==> src/rtl/mul_div_unit.sv <==
// mul_div_unit: iterative WIDTH-bit multiply/divide unit owning the HI/LO pair.
// Multiply is shift-add over magnitudes, divide is restoring shift-subtract;
// sign correction is applied once in FINISH.
module mul_div_unit #(
  parameter int WIDTH = 24
) (
  input  logic             clk,
  input  logic             rst_n,
  input  logic             start,
  input  logic [1:0]       op,
  input  logic [WIDTH-1:0] a,
  input  logic [WIDTH-1:0] b,
  input  logic             wr_hi,
  input  logic             wr_lo,
  input  logic [WIDTH-1:0] wdata,
  output logic             busy,
  output logic             done,
  output logic [WIDTH-1:0] hi,
  output logic [WIDTH-1:0] lo
);

  localparam int CW = $clog2(WIDTH + 1);

  typedef enum logic [1:0] {
    IDLE   = 2'd0,
    RUN    = 2'd1,
    FINISH = 2'd2
  } state_t;

  state_t state, next_state;

  logic [CW-1:0]      count;
  logic [WIDTH-1:0]   acc_hi;
  logic [WIDTH-1:0]   acc_lo;
  logic [WIDTH-1:0]   operand;
  logic [WIDTH-1:0]   a_raw;
  logic               is_div;
  logic               div_zero;
  logic               neg_result;
  logic               neg_rem;

  logic               signed_op;
  logic               a_neg;
  logic               b_neg;
  logic [WIDTH-1:0]   mag_a;
  logic [WIDTH-1:0]   mag_b;
  logic               last_step;
  logic [WIDTH:0]     mul_sum;
  logic [WIDTH:0]     div_shift;
  logic [WIDTH+1:0]   div_diff;
  logic               div_ok;
  logic [2*WIDTH-1:0] prod_fix;
  logic [WIDTH-1:0]   quot_fix;
  logic [WIDTH-1:0]   rem_fix;

  assign signed_op = ~op[0];
  assign a_neg     = signed_op & a[WIDTH-1];
  assign b_neg     = signed_op & b[WIDTH-1];
  assign mag_a     = a_neg ? -a : a;
  assign mag_b     = b_neg ? -b : b;
  assign last_step = (count == CW'(WIDTH - 1));

  // Per-iteration arithmetic plus the final sign correction of the magnitude result
  always_comb begin
    mul_sum   = {1'b0, acc_hi} + (acc_lo[0] ? {1'b0, operand} : '0);
    div_shift = {acc_hi, acc_lo[WIDTH-1]};
    div_diff  = {1'b0, div_shift} - {2'b00, operand};
    div_ok    = ~div_diff[WIDTH+1];
    prod_fix  = neg_result ? -{acc_hi, acc_lo} : {acc_hi, acc_lo};
    quot_fix  = neg_result ? -acc_lo : acc_lo;
    rem_fix   = neg_rem ? -acc_hi : acc_hi;
  end

  // State register
  always_ff @(posedge clk) begin
    if (!rst_n) state <= IDLE;
    else        state <= next_state;
  end

  // Next-state logic: IDLE -> RUN on start, RUN for WIDTH steps, FINISH for one cycle
  always_comb begin
    next_state = state;
    case (state)
      IDLE:    if (start) next_state = RUN;
      RUN:     if (last_step) next_state = FINISH;
      FINISH:  next_state = IDLE;
      default: next_state = IDLE;
    endcase
  end

  // Datapath: operand latch, iteration registers, HI/LO writes and status flags
  always_ff @(posedge clk) begin
    if (!rst_n) begin
      hi         <= '0;
      lo         <= '0;
      busy       <= 1'b0;
      done       <= 1'b0;
      count      <= '0;
      acc_hi     <= '0;
      acc_lo     <= '0;
      operand    <= '0;
      a_raw      <= '0;
      is_div     <= 1'b0;
      div_zero   <= 1'b0;
      neg_result <= 1'b0;
      neg_rem    <= 1'b0;
    end else begin
      done <= 1'b0;
      busy <= (next_state != IDLE);
      case (state)
        IDLE: begin
          if (start) begin
            is_div     <= op[1];
            count      <= '0;
            acc_hi     <= '0;
            acc_lo     <= op[1] ? mag_a : mag_b;
            operand    <= op[1] ? mag_b : mag_a;
            a_raw      <= a;
            div_zero   <= op[1] & (b == '0);
            neg_result <= a_neg ^ b_neg;
            neg_rem    <= a_neg;
          end else begin
            if (wr_hi) hi <= wdata;
            if (wr_lo) lo <= wdata;
          end
        end
        RUN: begin
          count <= count + 1'b1;
          if (is_div) begin
            acc_hi <= div_ok ? div_diff[WIDTH-1:0] : div_shift[WIDTH-1:0];
            acc_lo <= {acc_lo[WIDTH-2:0], div_ok};
          end else begin
            acc_hi <= mul_sum[WIDTH:1];
            acc_lo <= {mul_sum[0], acc_lo[WIDTH-1:1]};
          end
        end
        FINISH: begin
          done <= 1'b1;
          if (div_zero) begin
            hi <= a_raw;
            lo <= '1;
          end else if (is_div) begin
            hi <= rem_fix;
            lo <= quot_fix;
          end else begin
            {hi, lo} <= prod_fix;
          end
        end
        default: ;
      endcase
    end
  end

endmodule
==> config.mk <==
export PLATFORM = sky130hd
export DESIGN_NAME = mul_div_unit
export DESIGN_NICKNAME = d
export VERILOG_FILES = /design/src/rtl/mul_div_unit.sv
export SDC_FILE = /design/constraint.sdc
export NUM_CORES = 1
export LEC_CHECK = 0
export BUFFER_PORTS_ARGS = -buffer_cell sky130_fd_sc_hd__buf_4
export CORE_MARGIN = 5
export CORE_UTILIZATION = 35
export CTS_CLUSTER_SIZE = 10
export DETAILED_ROUTE_END_ITERATION = 10
export GPL_ROUTABILITY_DRIVEN = 0
export GPL_TIMING_DRIVEN = 0
export PLACE_DENSITY = 0.55
export RECOVER_POWER = 50
export SETUP_SLACK_MARGIN = 0.3
export SLEW_MARGIN = 10
export SYNTH_ARGS = -nofsm -noshare
export SYNTH_HDL_FRONTEND = slang
export SYNTH_SLANG_ARGS = --single-unit
==> constraint.sdc <==
create_clock -name clk -period 3.14 [get_ports clk]
set_input_delay 0 -clock clk [delete_from_list [all_inputs] [get_ports clk]]
set_output_delay 0 -clock clk [all_outputs]
set_load 0.03 [all_outputs]
# Yosys cells after proc, flatten, opt, wreduce, memory -nomap -nowiden
# Index checks and enable logic that the tools add are counted.
[totals] register_bits=157 out_inout_bits=50 input_bits=79
[classes] n_mux=31 eq_ne=7 add_sub_neg=8 reduce_logical=9 n_bitwise=6
[ops] operator="2-to-1 mux 24 bit" count=20
[ops] operator="one-hot mux 24 bit (2 select lines)" count=4
[ops] operator="negator 24 bit" count=4
[ops] operator="2-to-1 mux 48 bit" count=1
[ops] operator="negator 48 bit" count=1
[ops] operator="subtractor 25 x 24 -> 26 bit" count=1
[ops] operator="adder 24 x 24 -> 25 bit" count=1
[ops] operator="zero test 24 bit" count=1
[ops] operator="one-hot mux 5 bit (2 select lines)" count=1
[ops] operator="inequality test 2 bit, second input constant" count=4
[ops] operator="AND reduction 3 bit" count=2
[ops] operator="nonzero test 2 bit" count=3
[ops] operator="adder 5 x 1 -> 5 bit, second input constant" count=1
[ops] operator="equality test 5 bit, second input constant" count=1
[ops] operator="2-to-1 mux 5 bit" count=1
[ops] operator="2-to-1 mux 2 bit" count=2
[ops] operator="one-hot mux 2 bit (2 select lines)" count=1
[ops] operator="AND reduction 2 bit" count=2
[ops] operator="bitwise AND 1 bit" count=3
[ops] operator="equality test 2 x 1 -> 1 bit, second input constant" count=1
[ops] operator="equality test 2 bit, second input constant" count=1
[ops] operator="zero test 2 bit" count=1
[ops] operator="inverter 1 bit" count=2
[ops] operator="2-to-1 mux 1 bit" count=1
[ops] operator="XOR 1 bit" count=1

# Logic depth before layout (Yosys ltp)
# Gate-level depths: netlist (run 1).
[depth] word_depth=6 mapped_depth=14 mapped_depth_nobuf=13

# Least setup slack after synthesis (run 1)
# No wires, ideal clock.
[synth_path] path_kind="register to register" from="register acc_lo[0]" to="register acc_hi[22]" period_less_slack_ns=3.059 setup_time_ns=0.120 stages_incl_launch_ff=14 setup_slack_ns=0.081 t_arrival_ns=2.939 cell_sequence="dfxtp_1 > inv_1 > clkbuf_1 > nor2_1 > ha_1 > a2111oi_1 > o21ai_0 > nor4b_1 > o31ai_1 > a31oi_1 > a31oi_1 > nor2b_1 > mux2i_1 > a211o_1"
[synth_between] elab_chain_cells=4
[synth_lines] element="start, declared" line_no="34" text="logic [WIDTH-1:0] acc_lo;"
[synth_lines] element="start signal, assigned" line_no="116" text="acc_lo <= op[1] ? mag_a : mag_b;"
[synth_lines] element="start signal, assigned" line_no="131" text="acc_lo <= {acc_lo[WIDTH-2:0], div_ok};"
[synth_lines] element="start signal, assigned" line_no="134" text="acc_lo <= {mul_sum[0], acc_lo[WIDTH-1:1]};"
[synth_lines] element="2-to-1 mux 24 bit" line_no="65" text="mul_sum = {1'b0, acc_hi} + (acc_lo[0] ? {1'b0, operand} : '0);"
[synth_lines] element="adder 24 x 24 -> 25 bit" line_no="65"
[synth_lines] element="2-to-1 mux 24 bit" line_no="129" text="if (is_div) begin"
[synth_lines] element="one-hot mux 24 bit (2 select lines)" line_no="110" text="case (state)"
[synth_lines] element="end signal, assigned" line_no="130" text="acc_hi <= div_ok ? div_diff[WIDTH-1:0] : div_shift[WIDTH-1:0];"
[synth_lines] element="end signal, assigned" line_no="133" text="acc_hi <= mul_sum[WIDTH:1];"
[synth_lines] element="end, declared" line_no="33" text="logic [WIDTH-1:0] acc_hi;"
# Every way passes these cells.
# A chain may end at the register's enable or synchronous reset.

# Worst setup path in the final report (run 1)
[layout_path] from="register acc_lo[0]" to="register acc_hi[21]"
# Same word-level chain as after synthesis.

==> metrics.txt, run 1 <==
# TYPE chip_impl_metric gauge
chip_impl_metric{name="max-slew-margin-rel",unit="%"} 6.02
chip_impl_metric{name="drive_above_1_share",unit="%"} 18.3
chip_impl_metric{name="diodes",unit=""} 0
chip_impl_metric{name="insertion_delay",unit="ps"} 440
chip_impl_metric{name="grt.total_usage",unit="%"} 26.7
chip_impl_metric{name="syn-mean-instance-area",unit="µm²"} 7.38
chip_impl_metric{name="power_per_cell_area",unit="nW/µm²"} 419
chip_impl_metric{name="synth_top_area_share",unit="%"} 26.9
chip_impl_metric{name="path_max_fanout",unit=""} 4
chip_impl_metric{name="number_of_slew_limit_violations_in_the_final_report",unit=""} 0
chip_impl_metric{name="drc_errors",unit=""} 0
chip_impl_metric{name="clock_sink_count",unit=""} 157
chip_impl_metric{name="async_reset_ff_share",unit="%"} 0
chip_impl_info{name="crit-reg2reg-launch",value="acc_lo[0]"} 1
chip_impl_info{name="timing.critical_path.from_type",value="register"} 1
chip_impl_info{name="synth_top_flop_cell",value="dfxtp_1"} 1
chip_impl_metric{name="design.final.nets",unit=""} 1985
chip_impl_metric{name="syn-num-nets",unit=""} 1719
chip_impl_info{name="outcome",value="finished clean"} 1
chip_impl_metric{name="timing.clock.skew",unit="ps"} 13.8
chip_impl_metric{name="initial_utilization",unit="%"} 35.2
chip_impl_metric{name="cts-buffers-inserted",unit=""} 17
chip_impl_metric{name="yosysWarnings",unit=""} 0
chip_impl_metric{name="detailedPlacementHpwl",unit="mm"} 38.9
chip_impl_metric{name="num_io_pins",unit=""} 129
chip_impl_metric{name="core-area",unit="µm²"} 33300
chip_impl_metric{name="fin_crit",unit="ps"} 3110
chip_impl_metric{name="drv.max_cap_violation_count",unit=""} 0
chip_impl_metric{name="max-vdd-ir-drop",unit="V"} 0.000275
chip_impl_metric{name="max_clock_freq",unit="MHz"} 321
chip_impl_metric{name="worst_margin_pin_slew",unit="ps"} 1400
chip_impl_metric{name="syn-cell-area",unit="µm²"} 11700
chip_impl_metric{name="port_buffers",unit=""} 127
chip_impl_metric{name="detailed_place.area",unit="µm²"} 13200
chip_impl_metric{name="vias",unit=""} 13400
chip_impl_metric{name="final-setup-viol-count",unit=""} 0
chip_impl_metric{name="die_y",unit="µm"} 193
chip_impl_metric{name="clkTransAtPathRegs",unit="ps"} 80
chip_impl_metric{name="grt_max_degree",unit=""} 17
chip_impl_metric{name="syn-instance-count",unit=""} 1585
chip_impl_metric{name="total_chip_power",unit="mW"} 6.55
chip_impl_metric{name="placement_rows",unit=""} 67
chip_impl_metric{name="routedWlPerCell",unit="µm"} 22.3
chip_impl_info{name="timing.critical_path.from",value="acc_lo[0]"} 1
chip_impl_metric{name="synth_cell_types",unit=""} 76
chip_impl_info{name="synth_commonest_cells",value="nand2_1 (190), a21oi_1 (178), nor2_1 (158)"} 1
chip_impl_info{name="yosysMostFrequentCell",value="nand2_1"} 1
chip_impl_metric{name="crit_arrival",unit="ps"} 3410
chip_impl_metric{name="final_antenna_net_count",unit=""} 0
chip_impl_metric{name="syn2layout_area_growth",unit="%"} 33.5
chip_impl_metric{name="wirelength",unit="mm"} 51.7
chip_impl_metric{name="seq_cells_post_synth",unit=""} 157
chip_impl_metric{name="grt_antenna_before_repair",unit=""} 0
chip_impl_metric{name="first_drt_pass_iteration_count",unit=""} 5
chip_impl_metric{name="proportion_of_synthesized_chip_area_in_sequential_cells",unit="%"} 26.9
chip_impl_metric{name="total_number_of_h_tree_levels",unit=""} 4
chip_impl_metric{name="fillCellCount",unit=""} 3343
chip_impl_info{name="hold_path.class",value="in -> reg"} 1
chip_impl_metric{name="grt_pass1_vias",unit=""} 12700
chip_impl_metric{name="ctsLongestPathBuffers",unit=""} 2
chip_impl_info{name="critPathKind",value="reg -> reg"} 1
chip_impl_metric{name="drt_iter0_drc",unit=""} 1265
chip_impl_metric{name="total_congestion_overflow",unit=""} 0
chip_impl_metric{name="postLayoutCoreUtil",unit="%"} 46.9
chip_impl_metric{name="period_share",unit="%"} 99.2
chip_impl_info{name="rsz0062_at_grt",value="yes"} 1
chip_impl_metric{name="final_report_hold_violation_count",unit=""} 0
chip_impl_info{name="critical_path.endpoint_type",value="register"} 1
chip_impl_metric{name="post_drt_via_cell_ratio",unit=""} 5.81
chip_impl_info{name="holdCritStartpoint",value="b[14]"} 1
chip_impl_info{name="synthDominantAreaCellType",value="dfxtp_1"} 1
chip_impl_info{name="cts_root_buf",value="clkbuf_16"} 1
chip_impl_metric{name="leakage",unit="nW"} 5.79
chip_impl_metric{name="setup_tns",unit="ps"} 0
chip_impl_info{name="netlist_top_cells_area",value="dfxtp_1 (27%), a21oi_1 (7.6%), nand2_1 (6.1%), ha_1 (5.7%), xnor2_1 (5.6%)"} 1
chip_impl_metric{name="die-width",unit="µm"} 193
chip_impl_info{name="tritoncts",value="built"} 1
chip_impl_metric{name="timing.critical_path.required",unit="ps"} 3430
chip_impl_metric{name="final_design_area_excluding_fillers",unit="µm²"} 15600
chip_impl_metric{name="synth-edff-count",unit=""} 0
chip_impl_metric{name="total_die_area",unit="µm²"} 37200
chip_impl_metric{name="grt_first_pass_wirelength",unit="mm"} 75.7
final cells by class:
cell class / instances / area [µm²] / area share, %
multi-input combinational: 1275 / 8720 / 55.8
sequential: 157 / 3190 / 20.4
timing repair buffer: 247 / 1870 / 12.0
tap: 448 / 561 / 3.59
buffer: 104 / 468 / 3.00
clock buffer: 18 / 439 / 2.81
inverter: 49 / 193 / 1.23
clock inverter: 14 / 181 / 1.16
flip-flops by register name, indices dropped and copies added (netlist names), 2 cells and up:
name / flops
a_raw: 24
acc_hi: 24
acc_lo: 24
count: 5
hi: 24
lo: 24
operand: 24
state: 2
per-stage QoR:
stage          instances  setup WS (ps)  hold slack [ps]
6_report            2312           25.1             25.3
5_1_grt             2312          -84.2             45.1
4_1_cts             2301           60.8             3.86
3_5_place_dp        2160           -692              304
3_3_place_gp        2160           -705              299
2_1_floorplan       1585            304              136
per-layer routing:
layer	GRT usage, %	vias to the layer above	share of wire (%)	wire length, µm
li1	-	6280	-	-
met1	36.5	6348	44	22600
met2	42.0	667	43	22200
met3	3.09	132	7.9	4090
met4	12.5	0	5.5	2850
met5	0	-	0	0
power breakdown:
group	internal, mW	switching, mW	total (mW)
Combinational	0.838	1.22	2.06
Sequential	2.10	0.121	2.22
Clock	1.29	0.975	2.27
final timing paths:
kind | slack, ps | cells past startpoint | to
setup / recovery | 30 | 14 | acc_hi[21]
hold / removal | 30 | 4 | operand[14]
hold reg to reg | 460 | 2 | lo[20]
setup reg to reg | 30 | 14 | acc_hi[21]
layout by cell type (no fill, tap or decap), types with 13 or more instances in the layout:
master	synthesis	routed
a21oi_1	178	166
o21ai_0	129	116
mux2i_1	36	35
o21ai_1	3	14
xnor2_1	75	74
dfxtp_1	157	133
a22oi_1	15	15
o211ai_1	28	28
dfxtp_2	0	18
nand2_1	190	183
ha_4	0	20
nor2_1	158	144
clkbuf_16	0	17
nand2b_1	18	17
dlygate4sd3_1	0	50
a211oi_1	24	24
xor2_1	47	45
o31ai_1	21	18
nor3_1	27	24
nand3_1	34	33
ha_1	53	31
clkbuf_1	94	137
a31oi_1	17	13
inv_1	48	38
o221ai_1	30	30
buf_4	1	135
cell families (layout without fill, tap and decap cells):
family | after synthesis | count (layout) | share of synthesized area (%)
AOI/OAI and AO/OA | 527 | 527 | 28.2
xor gates and xnor gates | 122 | 122 | 9.13
adders and majority gates | 55 | 55 | 6.01
buffers and inverters | 153 | 432 | 5.06
DFF | 157 | 157 | 26.9
muxes | 49 | 49 | 4.33
and+or+nand+nor | 522 | 522 | 20.4
repair_timing:
item                       in CTS  in global routing
hold buffers                   50                  0
setup endpoints to repair      47                 44
setup buffers                  57                 11
pin swaps                      55                 34
gates cloned                    2                  0
gates resized for setup       143                 73
hold endpoints to repair       65                  0
worst max-delay path, stage by stage (launching register included):
cell and delay (ps):
dfxtp_4 390, and2_4 160, ha_4 130, inv_2 30
fa_2 350, nor2b_2 140, o211ai_1 100, buf_4 160
a211o_1 270, a21o_1 220, a32oi_2 250, a311o_1 280
a41oi_2 130, xor2_1 190, o221ai_1 130
(Power assumes the default switching activity.)
==> inputs of run 2 (changes only) <==
- CELL_PAD_IN_SITES_DETAIL_PLACEMENT: not set -> 2
- CELL_PAD_IN_SITES_GLOBAL_PLACEMENT: not set -> 2
- CORE_UTILIZATION: 35 -> 31
- CTS_CLUSTER_SIZE: 10 -> not set
- HOLD_SLACK_MARGIN: not set -> 0.1
- PLACE_DENSITY: 0.55 -> 0.78
==> run 2 against run 1 <==
  * The run now ends with negative setup slack left
  * First-iteration DRC count is 28% higher
  * Cell count is 3.7% higher
  * Via count is 17% higher
  * Count of clock-buffer cells in the layout is 1 lower
  * Largest cell class unchanged
==> metrics.txt, run 2 (same netlist as run 1, synthesis figures left out) <==
# TYPE chip_impl_metric gauge
chip_impl_info{name="outcome",value="finished with violations"} 1
chip_impl_info{name="failed_checks",value="negative setup slack"} 1
chip_impl_metric{name="max-slew-margin-rel",unit="%"} 31.2
chip_impl_metric{name="max_clock_freq",unit="MHz"} 301
chip_impl_metric{name="grt_max_degree",unit=""} 20
chip_impl_metric{name="post_drt_via_cell_ratio",unit=""} 6.54
chip_impl_metric{name="worst_margin_pin_slew",unit="ps"} 1030
chip_impl_metric{name="placement_rows",unit=""} 71
chip_impl_metric{name="critical_path.max_stage_delay",unit="ps"} 410
chip_impl_metric{name="setup_ws",unit="ps"} -184
chip_impl_metric{name="total_congestion_overflow",unit=""} 0
chip_impl_metric{name="final_antenna_net_count",unit=""} 0
chip_impl_info{name="layout_common_cells",value="nand2_1 (183), a21oi_1 (164), buf_4 (145), nor2_1 (143), clkbuf_1 (134)"} 1
chip_impl_metric{name="total_number_of_h_tree_levels",unit=""} 4
chip_impl_metric{name="diodes",unit=""} 0
chip_impl_metric{name="design.final.nets",unit=""} 2007
chip_impl_metric{name="grt_first_pass_wirelength",unit="mm"} 105
chip_impl_info{name="critical_path_cell_by_cell",value="clkinvlp_4 -> buf_6 -> nor2_4 -> ha_4 -> nor2b_4 -> o211ai_1 -> a211o_1 -> a21o_4 -> a32oi_4 -> a311o_1 -> a41oi_2 -> xor2_1 -> o221ai_1"} 1
chip_impl_metric{name="drive_above_1_share",unit="%"} 21.4
chip_impl_info{name="critPathKind",value="reg -> reg"} 1
chip_impl_info{name="maxUsedRoutingLayer",value="met4"} 1
chip_impl_metric{name="timing.critical_path.required",unit="ps"} 3450
chip_impl_metric{name="drv.max_cap_violation_count",unit=""} 0
chip_impl_metric{name="setup_tns",unit="ps"} -2410
chip_impl_metric{name="clkTransAtPathRegs",unit="ps"} 90
chip_impl_metric{name="p_comb_share",unit="%"} 35.9
chip_impl_info{name="timing.critical_path.from_type",value="register"} 1
chip_impl_metric{name="detailedPlacementHpwl",unit="mm"} 47.1
chip_impl_info{name="crit-reg2reg-launch",value="acc_lo[0]"} 1
chip_impl_info{name="timing.critical_path.from",value="acc_lo[0]"} 1
chip_impl_metric{name="netSwitchingPower",unit="mW"} 3.02
chip_impl_metric{name="dp_slack",unit="ps"} -754
chip_impl_metric{name="first_drt_pass_iteration_count",unit=""} 7
chip_impl_metric{name="dr_wl_met2",unit="mm"} 36.7
chip_impl_metric{name="die-width",unit="µm"} 204
chip_impl_metric{name="drc_errors",unit=""} 0
chip_impl_info{name="rsz0062_at_grt",value="yes"} 1
chip_impl_metric{name="core-area",unit="µm²"} 37500
chip_impl_metric{name="die_y",unit="µm"} 204
chip_impl_info{name="critical_path.endpoint_type",value="register"} 1
chip_impl_metric{name="wirelength",unit="mm"} 80.9
chip_impl_metric{name="met3WireLength",unit="mm"} 7.51
chip_impl_metric{name="final_report_hold_violation_count",unit=""} 0
chip_impl_metric{name="seq_power_share",unit="%"} 31.4
chip_impl_metric{name="number_of_slew_limit_violations_in_the_final_report",unit=""} 0
chip_impl_metric{name="routedWlPerCell",unit="µm"} 33.7
chip_impl_metric{name="max-vdd-ir-drop",unit="V"} 0.000310
chip_impl_metric{name="power.clock.fraction",unit="%"} 32.7
chip_impl_metric{name="leakage",unit="nW"} 5.97
chip_impl_info{name="tritoncts",value="built"} 1
chip_impl_metric{name="power.internal",unit="mW"} 4.16
chip_impl_metric{name="num_io_pins",unit=""} 129
chip_impl_metric{name="syn2layout_area_growth",unit="%"} 38.2
chip_impl_metric{name="crit_arrival",unit="ps"} 3640
chip_impl_info{name="hold_path.class",value="in -> reg"} 1
chip_impl_metric{name="cp_num_buf_inv",unit=""} 2
chip_impl_info{name="cpMaxStageDelayCell",value="dfxtp_4"} 1
chip_impl_info{name="holdCritStartpoint",value="b[23]"} 1
chip_impl_metric{name="period_share",unit="%"} 106
chip_impl_metric{name="timing.clock.skew",unit="ps"} 15.3
chip_impl_metric{name="ctsLongestPathBuffers",unit=""} 2
chip_impl_metric{name="initial_utilization",unit="%"} 31.2
chip_impl_info{name="cts_root_buf",value="clkbuf_16"} 1
chip_impl_metric{name="path_max_fanout",unit=""} 4
chip_impl_metric{name="fin_crit",unit="ps"} 3320
chip_impl_metric{name="grt_antenna_before_repair",unit=""} 0
chip_impl_metric{name="power_per_cell_area",unit="nW/µm²"} 444
chip_impl_metric{name="port_buffers",unit=""} 127
chip_impl_metric{name="final-setup-viol-count",unit=""} 23
chip_impl_metric{name="grt_pass1_vias",unit=""} 15900
chip_impl_metric{name="power_switching_share",unit="%"} 42.1
chip_impl_metric{name="total_chip_power",unit="mW"} 7.18
chip_impl_metric{name="cts-buffers-inserted",unit=""} 17
chip_impl_metric{name="wirelength_met1",unit="mm"} 30.3
chip_impl_metric{name="total_die_area",unit="µm²"} 41700
chip_impl_metric{name="insertion_delay",unit="ps"} 480
chip_impl_metric{name="drt_iter0_drc",unit=""} 1619
chip_impl_metric{name="vias",unit=""} 15700
chip_impl_metric{name="grt.total_usage",unit="%"} 33.1
chip_impl_info{name="crit_family",value="compound AO/OA/AOI/OAI gates"} 1
chip_impl_metric{name="clock_sink_count",unit=""} 157
chip_impl_info{name="mostFrequentLayoutCell",value="nand2_1"} 1
## run 2: changes by cell type in the layout (fill, tap and decap cells not counted), sizes merged
cell	change
inv	+4
clkinvlp	+1
dlygate4sd3	+9
buf	+11
clkinv	-1
clkdlybuf4s15	+1
bufinv	-3
## run 2: routing by layer
metal / global-route usage, % / vias up
met5: 0 / -
met3: 5.92 / 415
met2: 55.5 / 1128
met4: 16.8 / 0
met1: 40.6 / 7827
li1: - / 6307
## run 2: metrics by stage
step / std cells / hold WS [ps] / area [µm²] / utilization, %
3_3_place_gp: 2223 / 308 / 13300 / 35.5
6_report: 2397 / 103 / 16200 / 43.1
3_5_place_dp: 2223 / 314 / 13300 / 35.5
4_1_cts: 2369 / 101 / 15600 / 41.7
5_1_grt: 2397 / 142 / 16200 / 43.1
2_1_floorplan: 1585 / 136 / 11700 / -
## run 2: final cells by class
| type | instances | area [µm²] |
|---|---|---|
| Multi-Input combinational cell | 1275 | 8940 |
| Sequential cell | 157 | 3210 |
| Timing Repair Buffer | 269 | 2090 |
| Buffer | 104 | 485 |
| Fill cell | 4199 | 21300 |
| Clock inverter | 15 | 185 |
| Clock buffer | 17 | 425 |
| Tap cell | 511 | 639 |
| Inverter | 49 | 195 |
## run 2: path summary, 6_finish.rpt
check	depth (start not counted)	to	slack (ps)
max reg2reg	13	acc_hi[21]	-180
min reg2reg	2	hi[15]	460
max	13	acc_hi[21]	-180
min	4	operand[23]	100
## run 2: power groups by stage
stage | Clock (mW) | Combinational (mW) | Sequential (mW)
4_1_cts | 2.23 | 2.17 | 2.22
3_3_place_gp | 0 | 1.71 | 2.26
2_1_floorplan | 0 | 1.03 | 2.28
3_5_place_dp | 0 | 1.77 | 2.26
5_1_grt | 2.37 | 2.64 | 2.26
6_report | 2.35 | 2.58 | 2.25
## run 2: what timing repair did
item                                    CTS  global route
hold buffers                             59             0
setup buffers                            52            28
pin swaps                                35            46
endpoints found under the setup margin   60            62
resized for setup                       159           150
cloned                                    3             0
hold endpoints to repair                 84             0
## run 2: worst register-to-register path: stages (launching register included)
cell and delay, ps:
dfxtp_4 410, clkinvlp_4 230, buf_6 210, nor2_4 130, ha_4 220, nor2b_4 130
o211ai_1 350, a211o_1 230, a21o_4 170, a32oi_4 130, a311o_1 370, a41oi_2 250
xor2_1 190, o221ai_1 140
==> inputs of run 3 (changes only) <==
- CAP_MARGIN: not set -> 20
- GPL_ROUTABILITY_DRIVEN: 0 -> not set
- RECOVER_POWER: 50 -> not set
==> run 3 against run 2 <==
  * The flow still finishes with violations (negative setup slack)
  * Utilization decreased by 0.36 points
  * Design area down 0.83%
  * Combinational power shrank 7%
  * Power fell by 3.5%
  * Clock power is 3% lower
  * Critical endpoint unchanged
  * Highest routed layer unchanged
  * Largest power group unchanged
  * Count of clock-buffer cells in the layout unchanged
  * Clock skew up 6.0 ps
==> metrics.txt, run 3 (same netlist as run 1, synthesis figures left out) <==
# TYPE chip_impl_metric gauge
chip_impl_info{name="outcome",value="finished with violations"} 1
chip_impl_info{name="failed_checks",value="negative setup slack"} 1
chip_impl_metric{name="p_comb_share",unit="%"} 34.8
chip_impl_metric{name="path_max_fanout",unit=""} 6
chip_impl_info{name="cpMaxStageDelayCell",value="dfxtp_4"} 1
chip_impl_metric{name="max-slew-margin-rel",unit="%"} 27.5
chip_impl_metric{name="design.final.nets",unit=""} 1997
chip_impl_metric{name="leakage",unit="nW"} 6.08
chip_impl_metric{name="power_switching_share",unit="%"} 40.9
chip_impl_metric{name="drc_errors",unit=""} 0
chip_impl_metric{name="grt_max_degree",unit=""} 19
chip_impl_metric{name="max-vdd-ir-drop",unit="V"} 0.000418
chip_impl_metric{name="port_buffers",unit=""} 127
chip_impl_metric{name="grt_first_pass_wirelength",unit="mm"} 96.5
chip_impl_metric{name="power.clock.fraction",unit="%"} 32.8
chip_impl_info{name="critPathKind",value="reg -> reg"} 1
chip_impl_metric{name="grt_antenna_before_repair",unit=""} 1
chip_impl_info{name="critical_path_cell_by_cell",value="clkinvlp_4 -> nor2_2 -> ha_2 -> nor2b_4 -> o211ai_1 -> a211o_1 -> a21o_1 -> a32oi_2 -> a311o_1 -> a41oi_2 -> xor2_1 -> o221ai_2"} 1
chip_impl_info{name="timing.critical_path.from_type",value="register"} 1
chip_impl_metric{name="r2r_cells",unit=""} 12
chip_impl_metric{name="setup_tns",unit="ps"} -1450
chip_impl_info{name="tritoncts",value="built"} 1
chip_impl_metric{name="worst-path-stages",unit=""} 12
chip_impl_metric{name="worst_hold_path.num_cells",unit=""} 5
chip_impl_metric{name="syn2layout_area_growth",unit="%"} 37.1
chip_impl_metric{name="placement_rows",unit=""} 71
chip_impl_metric{name="die-width",unit="µm"} 204
chip_impl_metric{name="routedWlPerCell",unit="µm"} 31.4
chip_impl_metric{name="seq_power_share",unit="%"} 32.4
chip_impl_metric{name="grt.total_usage",unit="%"} 30.4
chip_impl_info{name="crit_family",value="compound AO/OA/AOI/OAI gates"} 1
chip_impl_metric{name="total_die_area",unit="µm²"} 41700
chip_impl_metric{name="final-setup-viol-count",unit=""} 21
chip_impl_metric{name="timing.clock.skew",unit="ps"} 21.3
chip_impl_metric{name="number_of_slew_limit_violations_in_the_final_report",unit=""} 0
chip_impl_metric{name="gpl.final_weighted_congestion",unit=""} 0.937
chip_impl_info{name="rsz0062_at_grt",value="yes"} 1
chip_impl_metric{name="first_drt_pass_iteration_count",unit=""} 5
chip_impl_metric{name="fin_crit",unit="ps"} 3440
chip_impl_metric{name="core-area",unit="µm²"} 37500
chip_impl_metric{name="ctsLongestPathBuffers",unit=""} 2
chip_impl_metric{name="timing.critical_path.required",unit="ps"} 3460
chip_impl_metric{name="critical_path.max_stage_delay",unit="ps"} 390
chip_impl_info{name="cts_root_buf",value="clkbuf_16"} 1
chip_impl_metric{name="netSwitchingPower",unit="mW"} 2.83
chip_impl_info{name="mostFrequentLayoutCell",value="buf_4"} 1
chip_impl_metric{name="fillCellCount",unit=""} 4229
chip_impl_metric{name="setup_ws",unit="ps"} -299
chip_impl_metric{name="post_drt_via_cell_ratio",unit=""} 6.29
chip_impl_metric{name="die_y",unit="µm"} 204
chip_impl_metric{name="total_congestion_overflow",unit=""} 0
chip_impl_metric{name="dp_slack",unit="ps"} -843
chip_impl_metric{name="period_share",unit="%"} 110
chip_impl_metric{name="drt_iter0_drc",unit=""} 1361
chip_impl_info{name="critical_path.endpoint_type",value="register"} 1
chip_impl_metric{name="cp_num_buf_inv",unit=""} 1
chip_impl_metric{name="max_clock_freq",unit="MHz"} 291
chip_impl_metric{name="worst_margin_pin_slew",unit="ps"} 1090
chip_impl_metric{name="vias",unit=""} 15000
chip_impl_metric{name="initial_utilization",unit="%"} 31.2
chip_impl_metric{name="insertion_delay",unit="ps"} 470
chip_impl_metric{name="register_area",unit="µm²"} 3210
chip_impl_metric{name="num_io_pins",unit=""} 129
chip_impl_metric{name="drive_above_1_share",unit="%"} 22.3
chip_impl_metric{name="final_report_hold_violation_count",unit=""} 0
chip_impl_metric{name="wirelength",unit="mm"} 75.1
chip_impl_metric{name="crit_arrival",unit="ps"} 3760
chip_impl_metric{name="diodes",unit=""} 0
chip_impl_metric{name="drv.max_cap_violation_count",unit=""} 0
chip_impl_metric{name="grt_pass1_vias",unit=""} 15000
chip_impl_metric{name="reg2reg_slack",unit="ps"} -300
chip_impl_metric{name="final_antenna_net_count",unit=""} 0
chip_impl_metric{name="detailedPlacementHpwl",unit="mm"} 47.2
chip_impl_metric{name="power.internal",unit="mW"} 4.10
chip_impl_metric{name="multi_input_comb_area",unit="µm²"} 8740
chip_impl_metric{name="clock_sink_count",unit=""} 157
chip_impl_metric{name="clkTransAtPathRegs",unit="ps"} 90
chip_impl_metric{name="total_number_of_h_tree_levels",unit=""} 4
chip_impl_info{name="hold_path.class",value="in -> reg"} 1
chip_impl_metric{name="power_per_cell_area",unit="nW/µm²"} 432
chip_impl_info{name="layout_common_cells",value="buf_4 (189), nand2_1 (183), a21oi_1 (162), nor2_1 (144), dfxtp_1 (128)"} 1
chip_impl_metric{name="cts-buffers-inserted",unit=""} 17
chip_impl_metric{name="fin_worst_hold_slack",unit="ps"} 131
run 3: changes by cell type in the layout (fill, tap and decap cells not counted), sizes merged:
| cell | change |
|---|---|
| clkbuf | -51 |
| clkinv | +1 |
| inv | -1 |
| buf | +39 |
| dlygate4sd3 | +2 |
run 3: layout make-up:
cell class                 count  area share [%]
sequential                   157            20.0
timing repair buffer         259            13.7
buffer                       104            3.00
clock inverter                15            1.03
tap                          511            3.99
multi-input combinational   1275            54.5
clock buffer                  17            2.65
inverter                      49            1.22
run 3: what timing repair did:
item	4_1_cts	5_1_grt
cloned	1	2
endpoints found under the hold margin	85	0
setup endpoints to repair	54	46
resized for setup	119	124
pin swaps	31	42
buffers inserted	35	32
hold buffers	61	0
run 3: worst min-delay path: cells and delay by family:
family / cells / cell delay (ps)
xor gates and xnor gates: 1 / 170
AOI/OAI and AO/OA: 1 / 60
and+or+nand+nor: 1 / 130
buffers and inverters: 2 / 200
run 3: path summary, 6_finish.rpt:
path                  start         end
setup / recovery  acc_lo[0]  acc_hi[21]
hold / removal        b[20]  acc_lo[20]
setup reg to reg  acc_lo[0]  acc_hi[21]
hold reg to reg   a_raw[13]   a_raw[13]
run 3: per-layer routing:
metal / vias to the layer above / part of all wire [%] / global-route usage [%] / wire, µm
li1: 6283 / - / - / -
met1: 7546 / 39 / 38.7 / 29000
met2: 890 / 47 / 52.5 / 35400
met3: 286 / 7.8 / 3.84 / 5840
met4: 0 / 6.4 / 11.8 / 4810
met5: - / 0 / 0 / 0
run 3: through the flow:
stage          utilization (%)  cells  power, mW  area (µm²)
2_1_floorplan                -   1585       3.31       11700
3_3_place_gp              35.5   2223       3.98       13300
3_5_place_dp              35.5   2224       4.04       13300
4_1_cts                   40.9   2353       6.44       15300
5_1_grt                   42.8   2387       7.05       16000
6_report                  42.8   2387       6.93       16000
run 3: power groups by stage:
stage	clock (mW)	combinational, mW	sequential [mW]
after detailed placement	0	1.77	2.27
final	2.27	2.41	2.24
after global routing	2.30	2.50	2.25
after floorplan	0	1.03	2.28
after global placement	0	1.72	2.26
after CTS	2.18	2.04	2.22
